===== src/rtl/soc_pkg.sv =====
// Shared SoC definitions: datapath widths, the opcodes decode already relies on,
// and the prefetch queue entry layout.
package soc_pkg;

  localparam int unsigned XLEN       = 32;
  localparam int unsigned INSTR_W    = 32;
  localparam int unsigned ILEN_BYTES = 4;

  localparam logic [6:0] OPC_LOAD   = 7'b0000011;
  localparam logic [6:0] OPC_OP_IMM = 7'b0010011;
  localparam logic [6:0] OPC_AUIPC  = 7'b0010111;
  localparam logic [6:0] OPC_STORE  = 7'b0100011;
  localparam logic [6:0] OPC_OP     = 7'b0110011;
  localparam logic [6:0] OPC_LUI    = 7'b0110111;
  localparam logic [6:0] OPC_BRANCH = 7'b1100011;
  localparam logic [6:0] OPC_JALR   = 7'b1100111;
  localparam logic [6:0] OPC_JAL    = 7'b1101111;

  typedef struct packed {
    logic [XLEN-1:0]    pc;
    logic [INSTR_W-1:0] instr;
  } pf_entry_t;

  function automatic logic [XLEN-1:0] align_pc(input logic [XLEN-1:0] pc);
    return {pc[XLEN-1:2], 2'b00};
  endfunction

endpackage


===== src/rtl/sync_fifo.sv =====
// Synchronous FIFO with a registered head output that holds its last value
// while empty, plus flush and occupancy count.
module sync_fifo #(
  parameter int unsigned WIDTH = 64,
  parameter int unsigned DEPTH = 4
) (
  input  logic                       clk,
  input  logic                       reset,
  input  logic                       push,
  input  logic [WIDTH-1:0]           wdata,
  input  logic                       pop,
  input  logic                       flush,
  output logic [WIDTH-1:0]           rdata,
  output logic                       valid,
  output logic [$clog2(DEPTH+1)-1:0] count
);

  localparam int unsigned AW = $clog2(DEPTH);
  localparam int unsigned CW = $clog2(DEPTH+1);

  logic [WIDTH-1:0] mem [DEPTH];
  logic [AW-1:0]    wr_ptr_q, rd_ptr_q;
  logic [CW-1:0]    count_q, count_d;
  logic [WIDTH-1:0] head_q, head_d;
  logic             wr_en, rd_en;

  always_comb begin
    wr_en   = push && !flush;
    rd_en   = pop && (count_q != '0);
    count_d = count_q + CW'(wr_en) - CW'(rd_en);
    head_d  = head_q;
    // The head register always mirrors the oldest entry so outputs never see mem muxing.
    if (rd_en) begin
      if (count_q > CW'(1)) head_d = mem[rd_ptr_q + AW'(1)];
      else if (wr_en)       head_d = wdata;
    end else if (count_q == '0 && wr_en) begin
      head_d = wdata;
    end
  end

  always_ff @(posedge clk) begin
    if (reset) begin
      wr_ptr_q <= '0;
      rd_ptr_q <= '0;
      count_q  <= '0;
      head_q   <= '0;
    end else if (flush) begin
      wr_ptr_q <= '0;
      rd_ptr_q <= '0;
      count_q  <= '0;
    end else begin
      if (wr_en) wr_ptr_q <= wr_ptr_q + AW'(1);
      if (rd_en) rd_ptr_q <= rd_ptr_q + AW'(1);
      count_q <= count_d;
      head_q  <= head_d;
    end
  end

  always_ff @(posedge clk) begin
    if (wr_en) mem[wr_ptr_q] <= wdata;
  end

  assign rdata = head_q;
  assign valid = (count_q != '0);
  assign count = count_q;

  a_no_overflow: assert property (@(posedge clk) disable iff (reset)
    !(push && !flush && !rd_en && count_q == CW'(DEPTH)));

endmodule


===== src/rtl/instr_prefetch.sv =====
// Instruction prefetch queue: runs sequential ROM fetches ahead of decode and
// flushes / drops stale responses on a control-flow redirect.
module instr_prefetch import soc_pkg::*; #(
  parameter int unsigned     DEPTH    = 4,
  parameter logic [XLEN-1:0] RESET_PC = 32'h0
) (
  input  logic               clk,
  input  logic               reset,
  output logic               mem_req,
  output logic [XLEN-1:0]    mem_addr,
  input  logic               mem_rvalid,
  input  logic [INSTR_W-1:0] mem_rdata,
  output logic               out_valid,
  input  logic               out_ready,
  output logic [INSTR_W-1:0] out_instr,
  output logic [XLEN-1:0]    out_pc,
  input  logic               redirect,
  input  logic [XLEN-1:0]    redirect_pc
);

  localparam int unsigned CW     = $clog2(DEPTH+1);
  localparam logic [CW:0] DepthW = (CW+1)'(DEPTH);

  logic [XLEN-1:0] fetch_pc_q, fetch_pc_d;
  logic [XLEN-1:0] resp_pc_q, resp_pc_d;
  logic [CW-1:0]   outstanding_q, outstanding_d;
  logic [CW-1:0]   drop_q, drop_d;
  logic [CW-1:0]   count;
  logic [CW:0]     inflight;
  logic            resp_drop, push, pop, fifo_valid;
  pf_entry_t       wentry, rentry;

  always_comb begin
    inflight  = (CW+1)'(count) + (CW+1)'(outstanding_q);
    mem_req   = !reset && !redirect && (inflight < DepthW);
    mem_addr  = fetch_pc_q;
    resp_drop = mem_rvalid && (drop_q != '0);
    push      = mem_rvalid && !resp_drop && !redirect;
    pop       = fifo_valid && out_ready;
    wentry    = '{pc: resp_pc_q, instr: mem_rdata};

    outstanding_d = outstanding_q + CW'(mem_req) - CW'(mem_rvalid);
    // A response arriving in the redirect cycle is no longer in flight, so it is
    // not counted again; every other outstanding response is stale.
    drop_d = redirect ? (outstanding_q - CW'(mem_rvalid)) : (drop_q - CW'(resp_drop));

    fetch_pc_d = fetch_pc_q;
    if (redirect)     fetch_pc_d = align_pc(redirect_pc);
    else if (mem_req) fetch_pc_d = fetch_pc_q + XLEN'(ILEN_BYTES);

    // Surviving responses are sequential from the last redirect, so their PC is tracked here.
    resp_pc_d = resp_pc_q;
    if (redirect)  resp_pc_d = align_pc(redirect_pc);
    else if (push) resp_pc_d = resp_pc_q + XLEN'(ILEN_BYTES);
  end

  always_ff @(posedge clk) begin
    if (reset) begin
      fetch_pc_q    <= RESET_PC;
      resp_pc_q     <= RESET_PC;
      outstanding_q <= '0;
      drop_q        <= '0;
    end else begin
      fetch_pc_q    <= fetch_pc_d;
      resp_pc_q     <= resp_pc_d;
      outstanding_q <= outstanding_d;
      drop_q        <= drop_d;
    end
  end

  sync_fifo #(
    .WIDTH($bits(pf_entry_t)),
    .DEPTH(DEPTH)
  ) u_fifo (
    .clk  (clk),
    .reset(reset),
    .push (push),
    .wdata(wentry),
    .pop  (pop),
    .flush(redirect),
    .rdata(rentry),
    .valid(fifo_valid),
    .count(count)
  );

  assign out_valid = fifo_valid;
  assign out_instr = rentry.instr;
  assign out_pc    = rentry.pc;

  a_inflight: assert property (@(posedge clk) disable iff (reset) inflight <= DepthW);
  a_drop:     assert property (@(posedge clk) disable iff (reset) drop_q <= outstanding_q);

endmodule


===== config.mk =====
export PLATFORM = sky130hd
export DESIGN_NAME = instr_prefetch
export DESIGN_NICKNAME = d
export VERILOG_FILES = /design/src/rtl/soc_pkg.sv /design/src/rtl/sync_fifo.sv /design/src/rtl/instr_prefetch.sv
export SDC_FILE = /design/constraint.sdc
export NUM_CORES = 1
export LEC_CHECK = 0
export CORE_MARGIN = 5
export CORE_UTILIZATION = 57
export DETAILED_ROUTE_END_ITERATION = 10
export PLACE_DENSITY = 0.8
export SYNTH_ARGS = -nofsm -noshare
export SYNTH_HDL_FRONTEND = slang
export SYNTH_HIERARCHICAL = 1
export SYNTH_SLANG_ARGS = --single-unit
export TNS_END_PERCENT = 30

===== constraint.sdc =====
create_clock -name clk -period 4.2 [get_ports clk]
set_clock_uncertainty 0.05 [all_clocks]
set_input_delay 0.42 -clock clk [delete_from_list [all_inputs] [get_ports clk]]
set_output_delay 0.42 -clock clk [all_outputs]
set_load 0.05 [all_outputs]

==> flow_summary.yaml <==
flow_run:
  maxCapViolations: 0
global_route:
  grtUsageTotal_pct: 21.6
  grt_pass1_vias: 10381
  antenna_found_initial: 0
  grt_overflow_total: 0
  grt_first_pass_wirelength_um: 56900
  grt_max_degree: 65
final_layout:
  nets: 1434
  final_cells: 1760
  finalInstanceArea_um2: 19800
  drive_gt1_share_pct: 13.4
  syn_to_final_growth_pct: 20.2
  layout_common_cells: "edfxtp_1, clkdlybuf4s50_1, dfxtp_1, inv_1, nor2_1"
  final_common_cell: "edfxtp_1"
  diodes: 0
  fillCellCount: 1968
  final_util_pct: 69.2
synth:
  async_flop_share_pct: 0
  ys_ff_latch: 393
  yosys.area_share.adder_pct: 1.54
  synth.distinct_cells: 54
  yosysSeqAreaShare_pct: 63.5
  synth_top_family_by_area: "simple AND/OR/NAND/NOR gates"
  yosys_warnings: 6
  synth_compound_gate_area_share_pct: 8.68
  synth_edf_count: 256
  synth_area_per_cell_um2: 13.9
  synth_xor_area_share_pct: 3.20
  syn_inst: 1179
  muxShareOfSynthArea_pct: 8.90
  synthSimpleGateAreaFrac_pct: 9.64
  ys.flop_type: "edfxtp_1"
  syn_area_um2: 16400
drt:
  drt_wl_total_um: 35400
  wl_per_cell_um: 20.1
  via_count: 10181
  drt_iter0_markers: 678
  drtPass1Iterations: 5
  ant_nets: 0
  drc_errors: 0
  vias_per_cell: 5.78
die:
  placementRows: 62
  die_x_um: 180
  io_pins: 167
  die_h_um: 180
  die-area_um2: 32300
  coreArea_um2: 28500
  initial_core_util_pct: 57.5
worst_setup_path:
  cp_slowest_cell: "clkdlybuf4s50_1"
  crit_fanout: 23
  worstSetupPathType: "flip-flop to primary output"
  critPathArrivalTime_ns: 2.95
  cp-end-kind: "primary output"
  slowest_delay_ns: 0.87
  critPathLaunchType: "flip-flop"
  cp.required_ns: 3.73
  critical_path.cell_chain: "ha_1 -> nor3_1 -> nand2_1 -> buf_4 -> nor3_1 -> clkdlybuf4s50_1"
  worst_path_most_repeated_cell: "nor3_1"
placement:
  placed_cells: 1687
  port_buffers: 162
  gp_congestion: 0.806
  postPlaceCellArea_um2: 18500
  place_hpwl_um: 21300
  dp_slack_ns: 0.616
pwr:
  power_leakage_nw: 6.78
  cellPowerDensity_nw_per_um2: 425
  ir_worst_vdd_mv: 0.281
  p_total_mw: 8.39
timing:
  relSlewSlack_pct: 36.5
  hold_viol: 0
  fin_crit_sh_pct: 81.3
  worst_slack_ns: 0.784
  period_minus_slack_ns: 3.42
  finalSetupViolCount: 0
  holdWs_ns: 0.335
  slew_violations: 0
  worst_pin_slew_ns: 0.952
  fin_setup_tns_ns: 0
  max_freq_mhz: 293
  rsz0062_at_grt: "false"
cts:
  clock_path_buffers: 3
  holdBufCountCts: 0
  clkLatencyLatePin_ns: 0.52
  clk_pin_slew_ns: 0.06
  cts_made_buffers: 41
  htreeDepth: 2
  tritoncts: "done"
  cts_resized: 0
  cts_sinks: 393
  post_cts_buffers: 0
  cts_root_buf: "clkbuf_16"
hold_path:
  min_path_type: "input pin to flip-flop"
outcome:
  outcome: "complete, no violations"
final timing paths:
path | start | endpoint | slack [ns] | cells after the start
min reg2reg | u_fifo/rdata[48] | u_fifo/rdata[48] | 0.43 | 2
min | reset | outstanding_q[2] | 0.33 | 2
max reg2reg | drop_q[1] | u_fifo/mem[1][15] | 1.19 | 5
max | u_fifo/count[2] | mem_req | 0.78 | 6
per-layer routing:
metal / up-vias / GRT usage [%] / routed length [µm] / part of all wire (%)
met2: 354 / 35.6 / 17200 / 49
li1: 4694 / - / - / -
met5: - / 0 / 0 / 0
met4: 0 / 5.52 / 731 / 2.1
met1: 5077 / 30.1 / 15000 / 42
met3: 56 / 4.10 / 2460 / 7.0
cell usage after synthesis (all sizes together), types with 3 or more instances:
cell type / instances / area, µm²
edfxtp: 256 / 7690
dfxtp: 137 / 2740
inv: 104 / 390
nor2: 95 / 357
a221oi: 64 / 692
mux4: 64 / 1440
nand2b: 63 / 394
buf: 41 / 253
a21boi: 40 / 300
xnor2: 37 / 324
a21oi: 32 / 160
nand2: 31 / 116
clkbuf: 27 / 101
nand3: 25 / 125
xor2: 23 / 201
ha: 17 / 213
nor4: 17 / 119
nor3: 15 / 101
nand4: 14 / 87.6
a211oi: 10 / 75.1
and2: 10 / 62.6
and4: 8 / 70.1
and3: 7 / 43.8
a21o: 5 / 37.5
nor2b: 4 / 25.0
o21bai: 4 / 30.0
o21ai: 3 / 15.0
report_power, final:
part / internal (mW) / switching (mW)
sequential: 4.22 / 0.114
clock: 1.99 / 1.41
combinational: 0.256 / 0.391
total: 6.47 / 1.92
area by class of cell:
type	instances	area [µm²]	area share, %
Clock buffer	53	1110	5.63
Clock inverter	20	158	0.798
Inverter	104	390	1.98
Multi-Input combinational cell	625	5330	27.0
Sequential cell	393	10400	52.8
Tap cell	384	480	2.43
Timing Repair Buffer	181	1850	9.36
kinds of logic after synthesis:
logic type,after synthesis
multiplexers,66
adder cells (fa/ha/maj),19
other,1
AO/OA/AOI/OAI,170
buffers and inverters,172
AND/OR/NAND/NOR,298
XOR/XNOR,60
flip-flops,393
worst max-delay path, delay by kind of cell, from the launching register on:
family                   cells  cell delay, ns
buffers and inverters        2            1.09
flip-flops                   1            0.41
adder cells (fa/ha/maj)      1            0.26
AND/OR/NAND/NOR              3            0.66
registers in the layout (all words and copies together), names as in the netlist:
signal	cells
u_fifo/wr_ptr_q	2
drop_q	3
u_fifo/rdata	64
u_fifo/mem	256
outstanding_q	3
u_fifo/rd_ptr_q	2
resp_pc_q	30
mem_addr	30
u_fifo/count	3
Note: power is estimated with default switching activity, not from simulation.
